==> config.mk <==
export PLATFORM = sky130hd
export DESIGN_NAME = de_addkey_mixcolumn
export DESIGN_NICKNAME = d
export VERILOG_FILES = /design/src/rtl/de_addkey_mixcolumn.sv
export SDC_FILE = /design/constraint.sdc
export NUM_CORES = 1
export LEC_CHECK = 0
export ABC_AREA = 0
export CAP_MARGIN = 20
export CORE_MARGIN = 10
export CORE_UTILIZATION = 48
export CTS_BUF_LIST = sky130_fd_sc_hd__clkbuf_16
export DETAILED_ROUTE_END_ITERATION = 12
export GPL_ROUTABILITY_DRIVEN = 0
export GPL_TIMING_DRIVEN = 0
export PLACE_DENSITY = 0.85
export SLEW_MARGIN = 30
export SYNTH_ARGS = -nofsm -noshare
export SYNTH_HDL_FRONTEND = slang
export SYNTH_SLANG_ARGS = --single-unit
==> constraint.sdc <==
create_clock -name clk -period 15.1 [get_ports clk]
set_clock_uncertainty 0.15 [all_clocks]
set_input_delay 2.265 -clock clk [delete_from_list [all_inputs] [get_ports clk]]
set_output_delay 2.265 -clock clk [all_outputs]
set_load 0.01 [all_outputs]
==> src/rtl/de_addkey_mixcolumn.sv <==
// ---------------------------------------------------------------------------
// de_addkey_mixcolumn
//   Decrypt-round stage that follows the inverse ShiftRows/SubBytes stage.
//   Stage A registers (iBlockIn ^ iRoundKey) with its round tag.
//   Stage B registers InvMixColumns(stage A), or stage A unchanged on the
//   final round (tag == NR_ROUNDS).
//
// Ports
//   clk, rst         single clock, asynchronous active-high reset
//   iBlockIn[127:0]  upstream state; byte 0 = [127:120], column c = [127-32c -: 32]
//   iRoundKey[127:0] round key, same byte order
//   iRound[3:0]      round tag, legal range 1..NR_ROUNDS
//   iValid / oReady  input handshake
//   oBlockOut[127:0] result block
//   oRound[3:0]      round tag travelling with oBlockOut
//   oValid / iReady  output handshake
//   oRoundErr        sticky: an out-of-range round tag was accepted
//
// Handshake: a word moves across an interface on a rising edge where both
//   valid and ready are 1. A producer holding valid=1 keeps its data stable
//   until that edge. oReady is derived from register state and iReady only,
//   never from iValid.
// ---------------------------------------------------------------------------
module de_addkey_mixcolumn #(
  parameter int NR_ROUNDS = 10
) (
  input  logic         clk,
  input  logic         rst,
  input  logic [127:0] iBlockIn,
  input  logic [127:0] iRoundKey,
  input  logic [3:0]   iRound,
  input  logic         iValid,
  output logic         oReady,
  output logic [127:0] oBlockOut,
  output logic [3:0]   oRound,
  output logic         oValid,
  input  logic         iReady,
  output logic         oRoundErr
);

  localparam logic [3:0] LAST_ROUND = 4'(NR_ROUNDS);

  logic         valid_a_q, valid_a_d;
  logic [127:0] block_a_q, block_a_d;
  logic [3:0]   round_a_q, round_a_d;
  logic         valid_b_q, valid_b_d;
  logic [127:0] block_b_q, block_b_d;
  logic [3:0]   round_b_q, round_b_d;
  logic         round_err_q, round_err_d;

  logic         en_a, en_b, in_xfer, round_bad;
  logic [127:0] mixed, f_out;

  // GF(2^8) doubling modulo x^8+x^4+x^3+x+1
  function automatic logic [7:0] xtime(input logic [7:0] b);
    return {b[6:0], 1'b0} ^ (b[7] ? 8'h1b : 8'h00);
  endfunction

  // One InvMixColumns column; s0 is the top byte [31:24]
  function automatic logic [31:0] inv_mix_col(input logic [31:0] col);
    logic [7:0] s [4];
    logic [7:0] m9 [4], mb [4], md [4], me [4];
    logic [7:0] x2, x4, x8;
    for (int i = 0; i < 4; i++) begin
      s[i]  = col[31-8*i -: 8];
      x2    = xtime(s[i]);
      x4    = xtime(x2);
      x8    = xtime(x4);
      m9[i] = x8 ^ s[i];
      mb[i] = x8 ^ x2 ^ s[i];
      md[i] = x8 ^ x4 ^ s[i];
      me[i] = x8 ^ x4 ^ x2;
    end
    return {me[0] ^ mb[1] ^ md[2] ^ m9[3],
            m9[0] ^ me[1] ^ mb[2] ^ md[3],
            md[0] ^ m9[1] ^ me[2] ^ mb[3],
            mb[0] ^ md[1] ^ m9[2] ^ me[3]};
  endfunction

  // Stage B may load when empty or draining; stage A when empty or moving on.
  assign en_b    = !valid_b_q | iReady;
  assign en_a    = !valid_a_q | en_b;
  assign oReady  = en_a;
  assign in_xfer = iValid & en_a;

  assign round_bad = (iRound == 4'd0) || (iRound > LAST_ROUND);

  always_comb begin
    mixed = '0;
    for (int c = 0; c < 4; c++) begin
      mixed[127-32*c -: 32] = inv_mix_col(block_a_q[127-32*c -: 32]);
    end
  end

  assign f_out = (round_a_q == LAST_ROUND) ? block_a_q : mixed;

  always_comb begin
    valid_a_d   = valid_a_q;
    block_a_d   = block_a_q;
    round_a_d   = round_a_q;
    valid_b_d   = valid_b_q;
    block_b_d   = block_b_q;
    round_b_d   = round_b_q;
    round_err_d = round_err_q;

    if (en_a) begin
      valid_a_d = iValid;
      if (iValid) begin
        block_a_d = iBlockIn ^ iRoundKey;
        round_a_d = iRound;
      end
    end

    if (en_b) begin
      valid_b_d = valid_a_q;
      round_b_d = round_a_q;
      if (valid_a_q) begin
        block_b_d = f_out;
      end
    end

    // Bad tags are flagged but the block still flows through.
    if (in_xfer && round_bad) begin
      round_err_d = 1'b1;
    end
  end

  always_ff @(posedge clk or posedge rst) begin
    if (rst) begin
      valid_a_q   <= 1'b0;
      block_a_q   <= '0;
      round_a_q   <= '0;
      valid_b_q   <= 1'b0;
      block_b_q   <= '0;
      round_b_q   <= '0;
      round_err_q <= 1'b0;
    end else begin
      valid_a_q   <= valid_a_d;
      block_a_q   <= block_a_d;
      round_a_q   <= round_a_d;
      valid_b_q   <= valid_b_d;
      block_b_q   <= block_b_d;
      round_b_q   <= round_b_d;
      round_err_q <= round_err_d;
    end
  end

  assign oValid    = valid_b_q;
  assign oBlockOut = block_b_q;
  assign oRound    = round_b_q;
  assign oRoundErr = round_err_q;

endmodule

==> Word level (Yosys, flattened, before mapping) <==
Cells that the tools add are included.
{ "totals": {"register_bits": 267, "in_bits": 264, "output_inout_bits": 135, "wordCells": 261} }
{ "classes": {"magnitude_cmp": 1, "eq_ne": 1, "mux": 49, "n_bitwise": 196, "n_reduce_logical": 7} }
{ "ops": {"columns": ["op", "count"], "rows": [
  ["8-bit XOR", 144],
  ["8-bit by 5-bit XOR with 8-bit output", 48],
  ["5-bit two-way mux", 48],
  ["128-bit two-way mux", 1],
  ["128-bit XOR", 1],
  ["4-bit == test (second input constant)", 1],
  ["4-bit > comparator (second input constant)", 1],
  ["4-bit zero test", 1],
  ["2-bit AND reduction", 2],
  ["1-bit zero test", 2],
  ["1-bit OR", 2],
  ["1-bit AND", 1],
  ["1-bit logical AND", 1],
  ["1-bit logical OR", 1]
]} }

==> Longest topological paths before layout <==
Gate-level depths: netlist (run 1).
{ "logic_depth": {"word_depth": 12, "ltp_mapped": 9, "mapped_depth_nobuf": 6} }

==> Least setup slack after synthesis (run 1) <==
Ideal clock, no wire load.
{ "synth_path": {"kind": "input-to-output", "startpoint": "input iReady", "endpoint": "output oReady", "arrival_ps": 2479, "required_ps": 12685, "slack_ps": 10206, "stages": 1, "n_path_buf": 0, "path_cell_list": "nand3b_1"} }
{ "synth_between": {"elab_chain_len": 2} }
{ "synth_lines": {"columns": ["element", "line_no", "source"], "rows": [
  ["start: declaration", "37", "input logic iReady,"],
  ["1-bit OR", "81", "assign en_b = !valid_b_q | iReady;"],
  ["1-bit OR", "82", "assign en_a = !valid_a_q | en_b;"],
  ["end: declaration", "33", "output logic oReady,"]
]} }
No other way between the ends.

==> Worst setup path after layout (run 1) <==
Same ends and word-level chain as after synthesis.

==> impl_metrics.ini, run 1 <==
[route]
drt-total-wl_um = 72300
route.detailed.drc = 0
ant_nets = 0
firstDrtPassIters = 6
wire_per_inst_um = 23.0
num_vias = 17060
vias_per_cell = 5.43
dr.first_iter.drc_count = 1541

[critical_path]
path_buf_inv = 2
slowest_delay_ns = 0.56
cp-start-kind = input port
r2r_start = valid_a_q$_DFFE_PP0N_
path_delay_family = buffers and inverters
r2r-end = block_a_q[127]$_DFFE_PP0P_
worstPathCellList = clkdlybuf4s50_1 > nand3b_1 > clkdlybuf4s50_1
r2r_slack_ns = 11.41
reg2regPathDepth = 7
critical_path_class = in -> out
crit_path_end_kind = output port
cpMaxStageDelayCell = clkdlybuf4s50_1
cp_max_fo = 3
required_ns = 12.69
cp.arrival_ns = 3.44
cpMostUsedCell = clkdlybuf4s50_1

[synth]
synth-adder-area-share_pct = 0
synthMuxAreaShare_pct = 0.482
async_flop_share_pct = 100
yosysUniqueCellTypes = 46
synth_compound_area_share_pct = 8.96
synth_top_family_by_area = XOR/XNOR gates
synth.most_common_cell = xnor2_1
yosys.area.top_type = dfrtp_1
synth_nets = 2366
synth_area_leaders = dfrtp_1 32%, xnor2_1 24%, xnor3_1 12%
synth_commonest_cells = 574 x xnor2_1, 280 x nand2_1, 267 x dfrtp_1, 156 x o21ai_0, 139 x clkbuf_1
yosys.area.top_type_share_pct = 32.2
postSynthAreaPerCell_um2 = 9.88
synth_xor_xnor_area_share_pct = 45.9
yosysWarnings = 0
ys_seq_elements = 267
synth_cells = 2102
ys.flop_type = dfrtp_1
syn_area_um2 = 20800
synth_edf_count = 0
ys_seq_area_share_pct = 32.2
synthSimpleGateAreaFrac_pct = 8.37

[job]
drv_cap = 0

[clocking]
root_buffer = clkbuf_16
cts_sinks = 267
cts_resized = 0
clkTransAtPathRegs_ns = 0.06
postCtsSetupBuffers = 0
cts_tree = done
clk_latency_ns = 0.57
clockBufferDepth = 3
cts_buffers = 30
cts_hold_buffers = 0
htree_levels = 1

[sta]
fin_crit_sh_pct = 38.8
rsz0062_at_grt = false
finalSetupViolations = 0
hold_viol = 0
relSlewSlack_pct = 35.1
tns_ns = 0
period_needed_ns = 5.86
final_max_slew_viol_count = 0
tightest_slew_ns = 0.974
max_freq_mhz = 171

[grt]
grt-ovfl-total = 0
busiest_layer = met2
track_usage_pct = 26.9
use_met1_pct = 33.2
grt_max_degree = 80
grt_pass1_vias = 17759
antenna_found_initial = 0
grt.met3_usage_pct = 6.07
grt_util_met2_pct = 45.2
grt_first_pass_wirelength_um = 109000

[final_layout]
nets = 2799
drive_gt1_share_pct = 5.59
n_antenna_cell = 0
finish.utilization_pct = 62.0
num-fill-cells = 3433
syn_to_final_growth_pct = 28.1
regArea_um2 = 6680
multi_input_area_um2 = 13200

[die]
fp-row-count = 76
initial_core_util_pct = 48.4
dieHeight_um = 228
die_x_um = 228
pin_count = 399
dieArea_um2 = 52000
core_area_um2 = 42900

[power]
max-vdd-ir-drop_mv = 0.0994
p_leak_nw = 11.2
p_per_area_nw_per_um2 = 242

[min_path]
min_path_cells = 1
min_path_type = reg -> reg
whs_endpoint = oRoundErr$_DFFE_PP0P_
worstHoldStart = oRoundErr$_DFFE_PP0P_

[run_status]
outcome = finished clean

[placement]
port_buffers = 398
dp_hpwl_um = 56900
==> cell usage in the layout, fill, tap and decap left out, types with 45 or more instances in the layout <==
master	instances
xnor3_1	115
dfrtp_1	267
xor2_1	105
clkdlybuf4s50_1	398
a21oi_1	133
clkbuf_1	138
xnor2_1	574
o21ai_0	156
nand2_1	280
buf_2	45
nor2_1	117
==> layout make-up <==
type | count | share of cell area (%)
Clock inverter | 25 | 0.904
Sequential cell | 267 | 25.1
Buffer | 197 | 3.20
Inverter | 2 | 0.0565
Timing Repair Buffer | 401 | 15.3
Tap cell | 585 | 2.75
Clock buffer | 31 | 2.92
Multi-Input combinational cell | 1636 | 49.7
==> report_power, final <==
part / leakage [nW] / internal, mW / switching (mW)
Combinational: 7.56 / 2.34 / 2.22
Sequential: 3.15 / 0.962 / 0.156
Clock: 0.499 / 0.454 / 0.301
==> routing by layer <==
layer	vias to the layer above	routed length [µm]
met5	-	0
met4	0	2710
met3	153	6960
met2	900	34900
met1	8367	27700
li1	7640	-
==> cell families after synthesis <==
group	Yosys count
XOR/XNOR	841
AND/OR/NAND/NOR	434
AO/OA/AOI/OAI	352
flip-flops	267
buffers and inverters	199
multiplexers	9
==> sequential cells by signal, summed over array words and instances (netlist names) <==
name and count:
block_a_q 128, oBlockOut 128, oRound 4, round_a_q 4, oRoundErr 1, oValid 1, valid_a_q 1
==> worst max-delay path by stage <==
stage / to / cells past startpoint / slack [ns] / start
after global routing: oReady / 3 / 9.20 / iReady
after floorplan: block_a_q[0]$_DFFE_PP0P_ / 1 / 5.33 / rst
after CTS: oReady / 3 / 9.23 / iReady
after detailed placement: block_a_q[2]$_DFFE_PP0P_ / 8 / 9.04 / iReady
after global placement: block_a_q[13]$_DFFE_PP0P_ / 2 / 2.26 / rst
final: oReady / 3 / 9.24 / iReady
==> metrics by stage <==
step           instance area [µm²]  setup WS [ns]  hold slack (ns)  cells  total power, mW
6_report                     26600           9.24            0.325   3144             6.43
5_1_grt                      26600           9.20            0.345   3144             6.77
4_1_cts                      26600           9.23            0.331   3144             6.37
3_5_place_dp                 25600           9.04            0.317   3088             5.57
3_3_place_gp                 25500           2.26            0.315   3085             5.47
2_1_floorplan                20800           5.33            0.321   2102             4.35
Note: power is estimated with default switching activity, not from simulation.
==> inputs of run 2 (changes only) <==
--- a/config.mk
+++ b/config.mk
@@ -13,7 +13,7 @@
 export DETAILED_ROUTE_END_ITERATION = 12
 export GPL_ROUTABILITY_DRIVEN = 0
 export GPL_TIMING_DRIVEN = 0
-export PLACE_DENSITY = 0.85
+export PLACE_DENSITY = 0.88
 export SLEW_MARGIN = 30
 export SYNTH_ARGS = -nofsm -noshare
 export SYNTH_HDL_FRONTEND = slang
==> constraint.sdc (replaced) <==
create_clock -name clk -period 4.94 [get_ports clk]
set_clock_uncertainty 0.15 [all_clocks]
set_input_delay 0.741 -clock clk [delete_from_list [all_inputs] [get_ports clk]]
set_output_delay 0.741 -clock clk [all_outputs]
set_load 0.01 [all_outputs]
==> run 2 against run 1 <==
Sequential share of layout area decreased by 0.13 points. Register-to-register slack got worse by 10 ns. Cell count increased by 0.19%. Critical path depth increased by 5. Critical path type is now in -> reg. Largest power group unchanged.
==> impl_metrics.ini, run 2 (same netlist as run 1, synthesis figures left out) <==
[run_status]
outcome = finished clean

[route]
num_vias = 17264
dr.first_iter.drc_count = 1655
drt-total-wl_um = 73500
firstDrtPassIters = 6
wire_per_inst_um = 23.3
ant_nets = 0
vias_per_cell = 5.48
route.detailed.drc = 0

[grt]
grt_pass1_vias = 18604
antenna_found_initial = 1
track_usage_pct = 27.5
use_met1_pct = 32.7
grt-ovfl-total = 0
grt_first_pass_wirelength_um = 111000
grt_util_met2_pct = 47.3
grt_max_degree = 33
grt.met3_usage_pct = 6.23
busiest_layer = met2

[die]
die_x_um = 228
dieArea_um2 = 52000
initial_core_util_pct = 48.4
fp-row-count = 76
core_area_um2 = 42900
pin_count = 399
dieHeight_um = 228

[sta]
holdWs_ns = 0.326
finalSetupViolations = 0
final_max_slew_viol_count = 0
period_needed_ns = 4.00
hold_viol = 0
rsz0062_at_grt = false
fin_crit_sh_pct = 81.0
tightest_slew_ns = 0.981
max_freq_mhz = 250
relSlewSlack_pct = 34.6

[placement]
dp_hpwl_um = 58100
placement.cell_area_um2 = 25700
port_buffers = 398

[critical_path]
path_delay_family = buffers and inverters
cp-start-kind = input port
r2r-end = block_a_q[5]$_DFFE_PP0P_
cp.arrival_ns = 4.35
r2r_start = valid_a_q$_DFFE_PP0N_
cp_max_fo = 10
slowest_delay_ns = 0.80
worstPathCellList = clkdlybuf4s50_1 > nand3b_1 > nand2_1 > clkbuf_1 > clkbuf_2 > clkbuf_1 > nand2_1 > o21ai_0
reg2regPathDepth = 7
critical_path_class = in -> reg
r2r_slack_ns = 1.15
critPathLaunch = iReady
cp.depth = 8
required_ns = 5.28
crit_path_end = block_a_q[5]$_DFFE_PP0P_
path_buf_inv = 4
cpMaxStageDelayCell = clkbuf_1
crit_path_end_kind = flip-flop

[final_layout]
mostFrequentLayoutCells = 574 x xnor2_1, 398 x clkdlybuf4s50_1, 280 x nand2_1
final_area_um2 = 26700
syn_to_final_growth_pct = 28.7
finish.utilization_pct = 62.3
nets = 2805
n_antenna_cell = 0
layout_commonest_cell = xnor2_1
drive_gt1_share_pct = 5.89

[power]
max-vdd-ir-drop_mv = 0.351
p_leak_nw = 11.3
comb_power_share_pct = 70.7
pwr-share-seq_pct = 17.3
clock_power_share_pct = 12.1
intPower_mw = 11.5
switching_share_pct = 41.9
power_switching_mw = 8.32
p_per_area_nw_per_um2 = 743
total_power_mw = 19.8

[clocking]
cts_buffers = 30
clockBufferDepth = 3
cts_sinks = 267
htree_levels = 1
postCtsSetupBuffers = 0
cts_hold_buffers = 0
root_buffer = clkbuf_16
cts_tree = done
clk_latency_ns = 0.59
cts_resized = 0
clkTransAtPathRegs_ns = 0.06

[min_path]
min_path_type = reg -> reg

[job]
drv_cap = 0
run 2: cell types whose count changed in the layout (fill, tap and decap cells not counted), sizes merged:
cell      delta
inv          +1
buf          +6
bufinv       +1
clkbuf       -1
clkinvlp     +1
clkinv       -2
run 2: layout make-up:
type	count	area, µm²
fillers	3440	16200
well taps	585	732
inverters	2	11.3
plain buffers	197	851
multi-input cells	1636	13200
clock inverters	26	299
clock buffers	30	751
repair buffers	407	4180
flip-flops and latches	267	6680
run 2: worst reg2reg max path, cell delays in order (launching register included):
cell	delay, ns
dfrtp_1	0.40
nand3b_1	0.13
nand2_1	0.59
clkbuf_1	0.83
clkbuf_2	0.66
clkbuf_1	0.66
nand2_1	0.14
o21ai_0	0.13
run 2: worst min-delay path by stage:
stage	from	end	slack, ns	depth (start not counted)
after floorplan	valid_a_q$_DFFE_PP0N_	oValid$_DFFE_PP0P_	0.32	1
after global placement	oBlockOut[96]$_DFFE_PP0P_	oBlockOut[96]$_DFFE_PP0P_	0.31	2
after detailed placement	oBlockOut[89]$_DFFE_PP0P_	oBlockOut[89]$_DFFE_PP0P_	0.32	1
after CTS	oBlockOut[89]$_DFFE_PP0P_	oBlockOut[89]$_DFFE_PP0P_	0.33	1
after global routing	oBlockOut[89]$_DFFE_PP0P_	oBlockOut[89]$_DFFE_PP0P_	0.35	1
final	oBlockOut[89]$_DFFE_PP0P_	oBlockOut[89]$_DFFE_PP0P_	0.33	1
run 2: power groups by stage:
stage / Clock (mW) / Sequential (mW) / Combinational, mW
after floorplan: 0 / 3.55 / 9.74
after global placement: 0 / 3.39 / 13.3
after detailed placement: 0 / 3.43 / 13.7
after CTS: 2.42 / 3.40 / 13.8
after global routing: 2.51 / 3.48 / 14.9
final: 2.39 / 3.43 / 14.0
run 2: metal layers:
metal  share of wire (%)  wire [µm]
met5               0.018         13
met4                 4.0       2930
met1                  38      27700
met3                 9.2       6740
met2                  49      36100
run 2: through the flow:
step	cells	TNS [ns]	worst slack, ns
final	3150	0	0.938
after CTS	3150	0	0.930
after global routing	3150	0	0.899
after global placement	3085	-323.64	-1.26
after detailed placement	3094	0	0.319
after floorplan	2102	0	0.524
==> inputs of run 3 (changes only) <==
==> constraint.sdc (replaced) <==
create_clock -name clk -period 3.4 [get_ports clk]
set_clock_uncertainty 0.15 [all_clocks]
set_input_delay 0.51 -clock clk [delete_from_list [all_inputs] [get_ports clk]]
set_output_delay 0.51 -clock clk [all_outputs]
set_load 0.01 [all_outputs]
==> run 3 against run 2 <==
Worst setup slack worse by 0.73 ns. Via count increased by 0.21%. Final area about the same. Utilization about the same. Wire length barely moved. Global-route usage unchanged. Non-clock buffer count is the same. Hold slack lost 0.091 ns. Clock power rose by 46%. Critical path type is now reg -> reg. Critical endpoint is now block_a_q[108]$_DFFE_PP0P_.
==> impl_metrics.ini, run 3 (same netlist as run 1, synthesis figures left out) <==
[run_status]
outcome = finished clean

[die]
dieArea_um2 = 52000
dieHeight_um = 228
fp-row-count = 76
die_x_um = 228
pin_count = 399
initial_core_util_pct = 48.4
core_area_um2 = 42900

[sta]
hold_viol = 0
tightest_slew_ns = 0.973
finalSetupViolations = 0
final_max_slew_viol_count = 0
rsz0062_at_grt = false
tns_ns = 0
relSlewSlack_pct = 34.7
period_needed_ns = 3.19
fin_crit_sh_pct = 93.8
holdWs_ns = 0.236
max_freq_mhz = 314

[critical_path]
path_buf_inv = 3
cpMaxStageDelayCell = clkbuf_2
cp-start-kind = flip-flop
cp_max_fo = 10
path_delay_family = buffers and inverters
worstPathCellList = nand3b_1 > nand2_1 > clkbuf_2 > clkbuf_2 > clkbuf_1 > nand2_1 > o21ai_0
critical_path_class = reg -> reg
cp.arrival_ns = 3.52
slowest_delay_ns = 0.59
crit_path_end_kind = flip-flop
required_ns = 3.73

[clocking]
htree_levels = 1
cts_sinks = 267
cts_hold_buffers = 0
clockBufferDepth = 3
cts_tree = done
cts_buffers = 30
clkTransAtPathRegs_ns = 0.06
clk_latency_ns = 0.59
postCtsSetupBuffers = 0
root_buffer = clkbuf_16

[grt]
antenna_found_initial = 1
grt_max_degree = 33
grt-ovfl-total = 0
grt_first_pass_wirelength_um = 111000
track_usage_pct = 27.5
grt_pass1_vias = 18604

[placement]
placement.cell_area_um2 = 25700
port_buffers = 398
dp_hpwl_um = 58100

[route]
firstDrtPassIters = 7
wire_per_inst_um = 23.3
drt-total-wl_um = 73500
dr.first_iter.drc_count = 1663
vias_per_cell = 5.49
route.detailed.drc = 0
num_vias = 17300
ant_nets = 0

[final_layout]
layout_commonest_cell = xnor2_1
syn_to_final_growth_pct = 28.8
drive_gt1_share_pct = 6.04
num-fill-cells = 3441
nets = 2805
regArea_um2 = 6680
mostFrequentLayoutCells = 574 x xnor2_1, 398 x clkdlybuf4s50_1, 280 x nand2_1
multi_input_area_um2 = 13200
final_area_um2 = 26700
n_antenna_cell = 0

[power]
p_leak_nw = 11.3
p_per_area_nw_per_um2 = 1080
max-vdd-ir-drop_mv = 0.513

[job]
drv_cap = 0

[min_path]
min_path_type = in -> async
## run 3: changes by cell type in the layout (fill, tap and decap cells not counted)
cell	delta
clkbuf_1	-4
clkbuf_2	+4
## run 3: final cells by class
class	instances	share of cell area, %
tap	585	2.74
buffer	197	3.20
clock buffer	30	2.81
sequential	267	25.0
inverter	2	0.0421
timing repair buffer	407	15.6
multi-input combinational	1636	49.5
clock inverter	26	1.12
## run 3: final timing paths
path	slack [ns]	endpoint	start	depth (start not counted)
worst max-delay path	0.21	block_a_q[108]$_DFFE_PP0P_	valid_a_q$_DFFE_PP0N_	7
worst min register to register	0.33	oBlockOut[89]$_DFFE_PP0P_	oBlockOut[89]$_DFFE_PP0P_	1
worst min-delay path	0.24	block_a_q[110]$_DFFE_PP0P_	rst	2
worst max register to register	0.21	block_a_q[108]$_DFFE_PP0P_	valid_a_q$_DFFE_PP0N_	7
max in group asynchronous	1.62	oBlockOut[19]$_DFFE_PP0P_	rst	6
min in group clk	0.33	oBlockOut[89]$_DFFE_PP0P_	oBlockOut[89]$_DFFE_PP0P_	1
## run 3: timing repair
item | CTS | global route
endpoints found under the setup margin | 90 | 10
gates cloned | 0 | 0
endpoints found under the hold margin | 0 | 0
gates resized for setup | 2 | 5
## run 3: per-layer routing
metal	track usage (%)	vias to the layer above	share of wire, %
li1	-	7667	-
met4	11.2	2	3.9
met5	0	-	0.018
met1	32.7	8465	38
met3	6.23	187	9.1
met2	47.3	979	49
## run 3: through the flow
step	power [mW]	worst slack (ns)	instances	util, %
2_1_floorplan	19.3	-0.785	2102	-
6_report	28.8	0.212	3150	62.3
4_1_cts	28.6	0.0969	3150	62.3
5_1_grt	30.3	0.0494	3150	62.3
3_3_place_gp	24.3	-2.57	3085	59.4
3_5_place_dp	24.8	-0.990	3094	59.9
## run 3: where the power goes
group	switching (mW)	total [mW]	internal, mW
clock	1.42	3.48	2.06
combinational	9.97	20.4	10.4
sequential	0.706	4.98	4.27
total	12.1	28.8	16.8
